[src/rtl/pc_fetch_stage_pkg.sv]
// Shared fetch-stage definitions: widths, ARMv8 NOP, PC increment and FSM encodings.
// Decode and hazard logic import this package as well.
package pc_fetch_stage_pkg;

    localparam int ADDR_W  = 64;
    localparam int INSTR_W = 32;
    localparam int BUB_W   = 3;

    localparam logic [ADDR_W-1:0]  PC_INC    = 64'd4;
    localparam logic [INSTR_W-1:0] NOP_INSTR = 32'hD503_201F;

    typedef enum logic [1:0] {
        ST_BOOT     = 2'd0,
        ST_RUN      = 2'd1,
        ST_REDIRECT = 2'd2
    } fetch_state_t;

    // Instruction fetch addresses are always 4-byte aligned.
    function automatic logic [ADDR_W-1:0] align_word(input logic [ADDR_W-1:0] addr);
        return {addr[ADDR_W-1:2], 2'b00};
    endfunction

endpackage

[src/rtl/pc_fetch_stage_if.sv]
// Fetch-stage boundary: hazard/redirect inputs, imem read data, IF/ID latch outputs.
// master = surrounding pipeline, slave = the fetch stage itself.
interface pc_fetch_stage_if;
    import pc_fetch_stage_pkg::*;

    logic                stall_i;
    logic                branch_taken_i;
    logic [ADDR_W-1:0]   branch_target_i;
    logic [INSTR_W-1:0]  instr_i;

    logic [ADDR_W-1:0]   imem_addr_o;
    logic [ADDR_W-1:0]   ifid_pc_o;
    logic [ADDR_W-1:0]   ifid_pc_plus4_o;
    logic [INSTR_W-1:0]  ifid_instr_o;
    logic                ifid_valid_o;
    logic                misalign_o;
    logic [31:0]         fetch_count_o;

    modport master (
        output stall_i,
        output branch_taken_i,
        output branch_target_i,
        output instr_i,
        input  imem_addr_o,
        input  ifid_pc_o,
        input  ifid_pc_plus4_o,
        input  ifid_instr_o,
        input  ifid_valid_o,
        input  misalign_o,
        input  fetch_count_o
    );

    modport slave (
        input  stall_i,
        input  branch_taken_i,
        input  branch_target_i,
        input  instr_i,
        output imem_addr_o,
        output ifid_pc_o,
        output ifid_pc_plus4_o,
        output ifid_instr_o,
        output ifid_valid_o,
        output misalign_o,
        output fetch_count_o
    );

endinterface

[src/rtl/pc_fetch_stage_adder.sv]
// Chunked ripple adder used for pc+PC_INC; the sum wraps modulo 2^WIDTH with no carry out.
module pc_fetch_stage_adder #(
    parameter int WIDTH   = 64,
    parameter int CHUNK_W = 16
) (
    input  logic [WIDTH-1:0] a,
    input  logic [WIDTH-1:0] b,
    output logic [WIDTH-1:0] sum
);

    localparam int N_CHUNK = WIDTH / CHUNK_W;

    logic [N_CHUNK-1:0] carry;

    assign carry[0] = 1'b0;

    genvar gi;
    generate
        for (gi = 0; gi < N_CHUNK; gi++) begin : g_chunk
            if (gi < N_CHUNK - 1) begin : g_mid
                assign {carry[gi+1], sum[gi*CHUNK_W +: CHUNK_W]} =
                    {1'b0, a[gi*CHUNK_W +: CHUNK_W]} +
                    {1'b0, b[gi*CHUNK_W +: CHUNK_W]} +
                    {{CHUNK_W{1'b0}}, carry[gi]};
            end else begin : g_top
                // Top chunk drops its carry so the PC wraps silently.
                assign sum[gi*CHUNK_W +: CHUNK_W] =
                    a[gi*CHUNK_W +: CHUNK_W] +
                    b[gi*CHUNK_W +: CHUNK_W] +
                    {{(CHUNK_W-1){1'b0}}, carry[gi]};
            end
        end
    endgenerate

endmodule

[src/rtl/pc_fetch_stage.sv]
// Fetch stage: PC register, redirect/bubble control, IF/ID latch and fetch counter.
// Branch beats stall beats sequential advance; reset wins over all of them.
module pc_fetch_stage #(
    parameter logic [63:0] RESET_PC         = 64'h0,
    parameter logic [63:0] PC_INC           = pc_fetch_stage_pkg::PC_INC,
    parameter int unsigned REDIRECT_BUBBLES = 1,
    parameter logic [31:0] NOP_INSTR        = pc_fetch_stage_pkg::NOP_INSTR
) (
    input  logic              clk,
    input  logic              reset,
    pc_fetch_stage_if.slave   fetch
);

    import pc_fetch_stage_pkg::*;

    localparam logic [BUB_W-1:0] BUB_LOAD = BUB_W'(REDIRECT_BUBBLES);

    fetch_state_t         state_reg;
    logic [BUB_W-1:0]     bub_cnt_reg;
    logic [ADDR_W-1:0]    pc_reg;
    logic [ADDR_W-1:0]    pc_plus_inc;
    logic [ADDR_W-1:0]    ifid_pc_reg;
    logic [ADDR_W-1:0]    ifid_pc_plus4_reg;
    logic [INSTR_W-1:0]   ifid_instr_reg;
    logic                 ifid_valid_reg;
    logic                 misalign_reg;
    logic [31:0]          fetch_count_reg;

    pc_fetch_stage_adder #(
        .WIDTH   (ADDR_W),
        .CHUNK_W (16)
    ) u_adder (
        .a   (pc_reg),
        .b   (PC_INC),
        .sum (pc_plus_inc)
    );

    always_ff @(posedge clk) begin
        if (reset) begin
            state_reg         <= ST_BOOT;
            bub_cnt_reg       <= '0;
            pc_reg            <= RESET_PC;
            ifid_pc_reg       <= '0;
            ifid_pc_plus4_reg <= '0;
            ifid_instr_reg    <= NOP_INSTR;
            ifid_valid_reg    <= 1'b0;
            misalign_reg      <= 1'b0;
            fetch_count_reg   <= '0;
        end else begin
            misalign_reg <= 1'b0;
            unique case (state_reg)
                ST_BOOT: begin
                    state_reg <= ST_RUN;
                end
                ST_RUN, ST_REDIRECT: begin
                    if (fetch.branch_taken_i) begin
                        // IF/ID pc fields keep their old contents; only valid/instr mark the bubble.
                        pc_reg         <= align_word(fetch.branch_target_i);
                        ifid_instr_reg <= NOP_INSTR;
                        ifid_valid_reg <= 1'b0;
                        misalign_reg   <= |fetch.branch_target_i[1:0];
                        if (REDIRECT_BUBBLES > 0) begin
                            bub_cnt_reg <= BUB_LOAD;
                            state_reg   <= ST_REDIRECT;
                        end else begin
                            state_reg   <= ST_RUN;
                        end
                    end else if (fetch.stall_i) begin
                        state_reg <= state_reg;
                    end else if (state_reg == ST_RUN) begin
                        pc_reg            <= pc_plus_inc;
                        ifid_pc_reg       <= pc_reg;
                        ifid_pc_plus4_reg <= pc_plus_inc;
                        ifid_instr_reg    <= fetch.instr_i;
                        ifid_valid_reg    <= 1'b1;
                        fetch_count_reg   <= fetch_count_reg + 32'd1;
                    end else begin
                        ifid_instr_reg <= NOP_INSTR;
                        ifid_valid_reg <= 1'b0;
                        bub_cnt_reg    <= bub_cnt_reg - 1'b1;
                        if (bub_cnt_reg == BUB_W'(1)) begin
                            state_reg <= ST_RUN;
                        end
                    end
                end
                default: begin
                    state_reg <= ST_BOOT;
                end
            endcase
        end
    end

    assign fetch.imem_addr_o     = pc_reg;
    assign fetch.ifid_pc_o       = ifid_pc_reg;
    assign fetch.ifid_pc_plus4_o = ifid_pc_plus4_reg;
    assign fetch.ifid_instr_o    = ifid_instr_reg;
    assign fetch.ifid_valid_o    = ifid_valid_reg;
    assign fetch.misalign_o      = misalign_reg;
    assign fetch.fetch_count_o   = fetch_count_reg;

endmodule

[src/flat_wrapper.sv]
// flat-port wrapper written by rule: the top's interface ports become plain ports
module pc_fetch_stage_flat import pc_fetch_stage_pkg::*;
#(
    parameter logic [63:0] RESET_PC         = 64'h0,
    parameter logic [63:0] PC_INC           = pc_fetch_stage_pkg::PC_INC,
    parameter int unsigned REDIRECT_BUBBLES = 1,
    parameter logic [31:0] NOP_INSTR        = pc_fetch_stage_pkg::NOP_INSTR
)
  (clk, reset, fetch_stall_i, fetch_branch_taken_i, fetch_branch_target_i, fetch_instr_i, fetch_imem_addr_o, fetch_ifid_pc_o, fetch_ifid_pc_plus4_o, fetch_ifid_instr_o, fetch_ifid_valid_o, fetch_misalign_o, fetch_fetch_count_o);
  pc_fetch_stage_if fetch_i ();
  input  logic clk;
  input  logic reset;
  input wire logic [$bits(fetch_i.stall_i)-1:0] fetch_stall_i;
  input wire logic [$bits(fetch_i.branch_taken_i)-1:0] fetch_branch_taken_i;
  input wire logic [$bits(fetch_i.branch_target_i)-1:0] fetch_branch_target_i;
  input wire logic [$bits(fetch_i.instr_i)-1:0] fetch_instr_i;
  output wire logic [$bits(fetch_i.imem_addr_o)-1:0] fetch_imem_addr_o;
  output wire logic [$bits(fetch_i.ifid_pc_o)-1:0] fetch_ifid_pc_o;
  output wire logic [$bits(fetch_i.ifid_pc_plus4_o)-1:0] fetch_ifid_pc_plus4_o;
  output wire logic [$bits(fetch_i.ifid_instr_o)-1:0] fetch_ifid_instr_o;
  output wire logic [$bits(fetch_i.ifid_valid_o)-1:0] fetch_ifid_valid_o;
  output wire logic [$bits(fetch_i.misalign_o)-1:0] fetch_misalign_o;
  output wire logic [$bits(fetch_i.fetch_count_o)-1:0] fetch_fetch_count_o;
  assign fetch_i.stall_i = fetch_stall_i;
  assign fetch_i.branch_taken_i = fetch_branch_taken_i;
  assign fetch_i.branch_target_i = fetch_branch_target_i;
  assign fetch_i.instr_i = fetch_instr_i;
  assign fetch_imem_addr_o = fetch_i.imem_addr_o;
  assign fetch_ifid_pc_o = fetch_i.ifid_pc_o;
  assign fetch_ifid_pc_plus4_o = fetch_i.ifid_pc_plus4_o;
  assign fetch_ifid_instr_o = fetch_i.ifid_instr_o;
  assign fetch_ifid_valid_o = fetch_i.ifid_valid_o;
  assign fetch_misalign_o = fetch_i.misalign_o;
  assign fetch_fetch_count_o = fetch_i.fetch_count_o;
  pc_fetch_stage #(.RESET_PC(RESET_PC), .PC_INC(PC_INC), .REDIRECT_BUBBLES(REDIRECT_BUBBLES), .NOP_INSTR(NOP_INSTR)) u_core (.clk(clk), .reset(reset), .fetch(fetch_i));
endmodule
[config.mk]
export PLATFORM = sky130hd
export DESIGN_NAME = pc_fetch_stage_flat
export DESIGN_NICKNAME = d
export VERILOG_FILES = /design/src/rtl/pc_fetch_stage_pkg.sv /design/src/rtl/pc_fetch_stage_if.sv /design/src/rtl/pc_fetch_stage_adder.sv /design/src/rtl/pc_fetch_stage.sv /design/src/flat_wrapper.sv
export SDC_FILE = /design/constraint.sdc
export NUM_CORES = 1
export LEC_CHECK = 0
export CAP_MARGIN = 20
export CORE_MARGIN = 2
export CORE_UTILIZATION = 47
export CTS_BUF_LIST = sky130_fd_sc_hd__clkbuf_16
export DETAILED_ROUTE_END_ITERATION = 8
export PLACE_DENSITY = 0.8
export SKIP_CTS_REPAIR_TIMING = 1
export SLEW_MARGIN = 20
export SYNTH_ARGS = -nofsm -noshare
export SYNTH_HDL_FRONTEND = slang
export SYNTH_SLANG_ARGS = --single-unit
[constraint.sdc]
create_clock -name clk -period 7.2 [get_ports clk]
set_input_delay 1.08 -clock clk [delete_from_list [all_inputs] [get_ports clk]]
set_output_delay 1.08 -clock clk [all_outputs]
set_load 0.01 [all_outputs]
==> qor.csv <==
stage;metric;value;unit
routing;router iterations before antenna repair;5;
cts;Worst-Skew Late Latency;0.54;ns
yosys;Seq cells post-synth;257;
timing;# setup viols final;0;
pwr;Lkg Pwr;0.005276;uW
setup_path;Critical path buffers and inverters;0;
global_route;largest net degree at the start of global routing;180;
timing;unrepaired setup endpoints after global routing;false;
yosys;Syn Area/Cell;8.002;um^2
timing;final hold vios;0;
pwr;Total Power;3769;uW
setup_path;crit path DAT;7.08;ns
yosys;Synth Area in XOR/XNOR;3.774;%
timing;Max-slew headroom;29.46;%
setup_path;cell mode on critical path;ha_1;
timing;Max Slew Vio Count;0;
finish;most frequent cells in the layout;349 x clkdlybuf4s50_1, 257 x dfxtp_1, 227 x nand2_1;
finish;Area Overhead vs Synth;37.15;%
routing;number of DRC markers in iteration 0;1120;
global_route;initial antenna violation count;2;
cts;CTS tree;done;
routing;via count;12080;
floorplanning;Placeable Area;0.02425;mm^2
routing;remaining antenna violation count;0;
yosys;Seq/Total Area, Yosys;44.34;%
cts;clock tree root buffer cell;clkbuf_16;
routing;DRC violations left;0;
floorplanning;Starting Density;47.85;%
setup_path;Critical Path Fanout Max;8;
status;status;complete, no violations;
yosys;synthesis warning total;0;
timing;crit path time final;6.617;ns
routing;DR vias/cell;5.897;
yosys;Post-synth EDFFs;0;
finish;commonest non-fill, non-tap cell in the layout;clkdlybuf4s50_1;
timing;clock skew;0.01184;ns
yosys;simple-gate portion of the synthesized area;22.89;%
yosys;asr flop ratio synth;0;%
setup_path;Setup crit end kind;register;
yosys;ys flop type;dfxtp_1;
finish;Non-Filler Instances;2048;
yosys;Mapped Area;0.01160;mm^2
cts;CTS sink cnt;257;
routing;Avg WL per Cell;19.82;um
setup_path;Cell Chain, Critical Path;ha_1, nand3_1, nor3_1, and3_1, ha_1, ha_1, nand3_1, nor4_1, and3_1, ha_1, ha_1, nand4_1, nor4_1, and3_1, ha_1, ha_1, and2_1, nand4_1, or3_1, a31oi_1;
finish;share of cells above drive strength 1;3.426;%
timing;setup TNS;0;ns
worst_hold_path;worst hold path type;reg -> reg;
global_route;vias in the first global route;11100;
cts;Worst-path clk slew;0.06;ns
floorplanning;Die Area;0.02596;mm^2
placement;routability cong.;0.9205;
timing;period utilization;91.91;%
setup_path;nature of the critical path startpoint;register;
yosys;post-synth cell types;57;
timing;worst-margin pin slew;1.058;ns
pwr;Cell Pwr Density;236.8;mW/mm^2
finish;fin nets;1819;
finish;post-layout util;65.62;%
floorplanning;Row Count;57;
setup_path;Slowest-stage cell, CP;nor4_1;
floorplanning;chip height;161.1;um
cts;CTS Buf Count;28;
floorplanning;Die Wd;161.1;um
placement;DP Cell Count;1997;
floorplanning;# IOs;358;
yosys;compound-cell area share of the yosys netlist;20.61;%
global_route;first-pass GRT wire length;62530;um
yosys;mux cell area share after synthesis;1.078;%
yosys;main combinational cell family by area after synthesis;simple AND/OR/NAND/NOR gates;
global_route;Total GRT Usage;29.95;%
cts;clock buffer depth;3;
yosys;Post-Synth Adder-Cell Area;1.618;%
placement;# port buffers;351;
placement;Detail Placement HPWL;27650;um
yosys;Syn Inst Count;1450;
timing;Fmax achieved;151.1;MHz
run;Max-cap violations;0;
cts;H-tree Lvls;1;
setup_path;critical path class;reg -> reg;
setup_path;Worst EP required;7.66;ns
pwr;maximum vdd drop;0.1658;mV
routing;WL final;40590;um
setup_path;crit-path max cell delay;0.67;ns
setup_path;cell family with most CP delay;simple AND/OR/NAND/NOR gates;
global_route;grt ovf;0;
==> power by group <==
| group | total (uW) | internal [uW] | switching (uW) |
|---|---|---|---|
| Clock | 1330 | 755 | 578 |
| Sequential | 1670 | 1520 | 149 |
| Combinational | 767 | 343 | 424 |
| Total | 3770 | 2620 | 1150 |
==> cells by family after synthesis <==
| logic type | count (synthesis) |
|---|---|
| xor+xnor | 50 |
| flops | 257 |
| other cells | 1 |
| mux | 12 |
| compound gates | 396 |
| simple gates | 558 |
| buf+inv | 161 |
| fa+ha+maj | 15 |
==> cell type report <==
class                   instances  area [um^2]
fillers                      2032         8335
multi-input cells            1037         5841
flip-flops and latches        257         5145
repair buffers                360         3608
clock buffers                  29        725.7
well taps                     324        405.4
clock inverters                19        107.6
inverters                      20        75.07
diodes                          2        5.005
==> per-layer routing <==
layer  part of all wire [%]  vias to the layer above  GRT usage, %
li1                       -                     5643             -
met1                     41                     5712         39.88
met2                     45                      639         46.82
met3                     10                       84         7.447
met4                    3.9                        0         11.89
met5                      0                        -             0
==> cells in the mapped netlist, drive strengths merged, types with 2 or more instances <==
master / instances / area [um^2]
dfxtp: 257 / 5145
nand2: 227 / 852.1
a21oi: 165 / 825.8
clkbuf: 123 / 464.2
nor2: 112 / 420.4
o21ai: 71 / 355.3
nand3: 47 / 235.2
xnor2: 32 / 280.3
a31oi: 28 / 175.2
a22oi: 27 / 202.7
and3: 27 / 168.9
a211oi: 22 / 165.2
o31ai: 22 / 165.2
nor3: 20 / 100.1
or3: 20 / 125.1
inv: 19 / 71.32
nand4: 19 / 118.9
buf: 18 / 116.4
or4: 18 / 138.9
xor2: 18 / 157.7
ha: 15 / 187.7
nand2b: 14 / 87.58
nor4: 14 / 87.58
o22ai: 13 / 81.33
nand3b: 12 / 90.09
and4: 10 / 87.58
a32o: 9 / 90.09
a311oi: 8 / 70.07
mux2i: 8 / 80.08
nor2b: 6 / 37.54
o41ai: 6 / 52.55
a22o: 5 / 43.79
a21o: 4 / 30.03
mux2: 4 / 45.04
o311ai: 4 / 35.03
or4b: 4 / 40.04
o211ai: 3 / 22.52
o21a: 3 / 22.52
and2: 2 / 12.51
nor3b: 2 / 15.01
==> path summary, 6_finish.rpt <==
path,startpoint,slack (ns),to,cells past startpoint
setup / recovery,u_core.fetch.imem_addr_o[2]$_SDFFE_PP0P_,0.58,u_core.fetch.imem_addr_o[60]$_SDFFE_PP0P_,20
hold reg to reg,u_core.fetch.ifid_pc_o[11]$_SDFFE_PP0P_,0.45,u_core.fetch.ifid_pc_o[11]$_SDFFE_PP0P_,2
hold / removal,u_core.fetch.ifid_pc_o[11]$_SDFFE_PP0P_,0.45,u_core.fetch.ifid_pc_o[11]$_SDFFE_PP0P_,2
setup reg to reg,u_core.fetch.imem_addr_o[2]$_SDFFE_PP0P_,0.58,u_core.fetch.imem_addr_o[60]$_SDFFE_PP0P_,20
==> metrics by stage <==
step | hold slack, ns | area (um^2) | setup slack (ns)
after floorplan | 0.4496 | 11620 | 1.910
after global placement | 0.4412 | 15060 | 1.382
after detailed placement | 0.4453 | 15060 | 0.9257
after CTS | 0.4536 | 15900 | 0.8233
after global routing | 0.4705 | 15910 | 0.06253
final | 0.4531 | 15910 | 0.5826
==> tightest hold or removal path: stages (launching register included) <==
cell and delay (ns):
dfxtp_1 0.31, nand2_1 0.05, a21oi_1 0.05
(Power assumes the default switching activity.)
==> edit 1, RTL diff (same settings) <==
Re-encode `fetch_state_t` (3 states) as one-hot, 3 bits wide.
--- a/src/rtl/pc_fetch_stage_pkg.sv
+++ b/src/rtl/pc_fetch_stage_pkg.sv
@@ -11,6 +11,6 @@
 
-    typedef enum logic [1:0] {
-        ST_BOOT     = 2'd0,
-        ST_RUN      = 2'd1,
-        ST_REDIRECT = 2'd2
+    typedef enum logic [2:0] {
+        ST_BOOT     = 3'b001,
+        ST_RUN      = 3'b010,
+        ST_REDIRECT = 3'b100
     } fetch_state_t;
Formal check against the unedited RTL: no difference found for any inputs over 4 cycles, from zero or initial values and one cycle with reset high; so few cycles prove little.
==> edit 1 against the unedited design <==
Count of clock-buffer cells in the layout fell by 2. Sequential share of layout area rose by 0.46 points. Setup slack improved by 0.27 ns. First-iteration DRC count fell by 6.5%. Sequential cell count rose by 1. Clock skew rose by 0.0010 ns. Total power fell by 13%. Synthesized cell count fell by 0.76%. Routed wire length fell by 9.3%. Synthesized area fell by 1.0%. Global-route usage fell by 2.5 points. Worst hold slack got worse by 0.0031 ns. Final area fell by 1.0%. Critical path type unchanged. Largest cell class unchanged.
==> edit 1: results (changes against the unedited design) <==
Outcome
  • Outcome: finished clean

Global routing
  • GRT Total Usage: 0.275 (-0.0250)
  • First-pass GRT wire length: 58100 um (-7.1%)
  • Grt met1 use: 0.361 (-0.0383)
  • GRT met2 Usage: 0.451 (-0.0172)
  • Vias in the first global route: 10700 (-3.7%)
  • Pin count of the biggest net entering global routing: 117 (-35%)

Routing
  • First DRT Iteration DRCs: 1047 (-6.5%)
  • DR WL met2: 17100 um (-5.6%)

Logic synthesis
  • Synth Area in Compound Gates: 0.203 (-0.00358)
  • Synth unique cells: 58 (+1.8%)
  • Leading cell types by count after synthesis: dfxtp_1, nand2_1, a21oi_1
  • Xor/xnor share of the synthesized area: 0.0564 (+0.0187)
  • Sequential share of the synthesized area: 0.450 (+0.00624)

Pwr
  • Total clock network power: 1260 uW (-5%)
  • LEAKAGE: 0.00529 uW (+0.34%)
  • Int Power: 2390 uW (-8.5%)
  • Combinational power: 468 uW (-39%)

Worst hold path
  • Hold Crit Start: u_core.fetch.ifid_instr_o[22]
  • Worst Hold Path EP: u_core.fetch.ifid_instr_o[22]

Placement
  • DP HPWL: 24600 um (-11%)
  • Gpl congestion: 0.898 (-2.5%)

Clock tree
  • Total CTS buffers: 27 (-3.6%)
  • Worst-Skew Late Latency: 0.52 ns (-0.02 ns)

Critical path
  • R2R cell count: 21 (+5.0%)
  • R2R Setup Slk: 0.85 ns (+0.27 ns)
  • CP Max Fanout: 7 (-1)

Timing
  • Worst Tran Pin Value: 1.11 ns (+0.0478 ns)

Final layout
  • Fill cells: 2007 (-1.2%)
[edit 1: changes by cell type after synthesis, moves of 17 or more]
cell	unedited run	this run
a22oi_1	27	9
a31oi_1	28	10
buf_2	0	21
clkbuf_1	121	96
nand2_1	227	245
nor2_1	112	137
xor2_1	18	35
[edit 1: layout make-up]
cell class              count  area, um^2  share of cell area
multi-input cells        1040        5770               0.366
repair buffers            359        3570               0.227
inverters                  17        63.8             0.00405
clock inverters            18        96.3             0.00612
flip-flops and latches    258        5160               0.328
clock buffers              27         676              0.0429
well taps                 324         405              0.0257
diodes                      2        5.00            0.000318
[edit 1: metrics by stage]
step	hold WS [ns]	power [uW]	util	std cells	worst slack, ns
after floorplan	0.456	1820	-	1444	1.85
after global placement	0.437	2040	0.619	1998	1.33
after detailed placement	0.443	2050	0.619	1998	0.964
after CTS	0.451	3300	0.651	2043	0.923
after global routing	0.465	3410	0.651	2045	0.365
final	0.450	3280	0.651	2045	0.851
==> edit 2, RTL diff (config.mk and constraints unchanged) <==
Without the edit above. Make the reset (`reset`) asynchronous in one clocked block.
--- a/src/rtl/pc_fetch_stage.sv
+++ b/src/rtl/pc_fetch_stage.sv
@@ -37,3 +37,3 @@
 
-    always_ff @(posedge clk) begin
+    always_ff @(posedge clk or posedge reset) begin
         if (reset) begin
Check against the original RTL: differs if reset is asserted again (counterexample within 4 cycles, from zero or initial values and one cycle with reset high); with reset held inactive, the same outputs for 4 cycles.
==> edit 2 against the unedited design <==
Sequential share of layout area increased by 7.0 points. Sequential cell count unchanged. Maximum frequency increased by 12%. Synthesized area increased by 1.7%. Routed wire length decreased by 12%. Clock skew increased by 0.0062 ns. Setup slack improved by 0.70 ns. Utilization increased by 0.18 points. Final area increased by 2.9%.
Power is not compared: it rests on default switching activity, and its combinational part moved more than twofold at a synthesized area within 25%.
==> edit 2: results (changes against the unedited design) <==
Logic synthesis
  • Synth unique cells: 52 (-8.8%)
  • Synth async-reset ratio: 1.00 (+1.00)
  • Xor/xnor share of the synthesized area: 0.0631 (+0.0253)
  • Leading cell types by count after synthesis: nand2_1, dfrtp_1, o21ai_0
  • Synth top area cells: dfrtp_1, nand2_1, xnor2_1, o21ai_0, dfstp_2
  • Synth Area in Compound Gates: 0.147 (-0.0595)
  • Mapped Avg Cell Area: 9.56 um^2 (+19%)
  • Post-synth top flop: dfrtp_1
  • Post-Synth Adder-Cell Area: 0.0159 (-0.000278)
  • Sequential share of the synthesized area: 0.546 (+0.103)

Final layout
  • Fill cells: 2010 (-1.1%)
  • Post-layout nets: 1665 (-8.5%)

Outcome
  • Outcome: finished clean

Routing
  • Post-Route M1 WL: 14200 um (-15%)
  • Met3 WL: 3220 um (-21%)
  • DR pass1 iterations: 4 (-1)
  • DR WL met2: 17200 um (-5.6%)
  • Via count: 10300 (-15%)
  • Highest routed layer: met5
  • Final WL: 35600 um (-12%)
  • First DRT Iteration DRCs: 759 (-32%)

Placement
  • Gpl congestion: 0.838 (-9.0%)
  • DP HPWL: 24700 um (-11%)
  • Area post-placement: 15500 um^2 (+3.1%)
  • Place WS: 1.32 ns (+0.398 ns)
  • Placed cells: 1849 (-7.4%)

Critical path
  • Crit path DAT: 6.34 ns (-0.74 ns)
  • R2R cell count: 22 (+10%)
  • Critical path startpoint: u_core.fetch.imem_addr_o[2]
  • Crit path to: u_core.fetch.imem_addr_o[60]
  • CP Max Fanout: 9 (+1)

Worst hold path
  • Worst Hold Path EP: u_core.fetch.ifid_pc_plus4_o[42]
  • Hold Crit Start: u_core.fetch.ifid_pc_plus4_o[42]

Global routing
  • Met3 global-route usage: 0.0779 (+0.00345)
  • GRT Total Usage: 0.264 (-0.0355)
  • GRT met2 Usage: 0.443 (-0.0256)

Timing
  • F_max: 0.169 GHz (+12%)
  • Worst Tran Pin Value: 1.05 ns (-0.00758 ns)
  • Skew final: 0.0181 ns (+0.00624 ns)

Clock tree
  • Total CTS buffers: 29 (+3.6%)
edit 2: cell count changes in the layout (fill, tap and decap cells not counted), sizes merged, moves of 20 or more:
cell    before  now
o22a         0   20
a211oi      22    0
o21ai       71  116
o31ai       22    0
dfxtp      257    0
a21oi      165   53
xnor2       32   63
dfrtp        0  244
or3         20    0
nand3       47   27
nor2       112   63
nand2      227  304
edit 2: cell type report:
class / count / share of cell area
Clock inverter: 23 / 0.00779
Inverter: 16 / 0.00390
Multi-Input combinational cell: 882 / 0.304
Sequential cell: 257 / 0.394
Clock buffer: 29 / 0.0443
Antenna cell: 1 / 0.000153
Tap cell: 330 / 0.0252
Timing Repair Buffer: 364 / 0.221
edit 2: report_power, final:
part,switching [uW],internal (uW)
Combinational,1350,1480
Sequential,598,2030
Clock,575,759
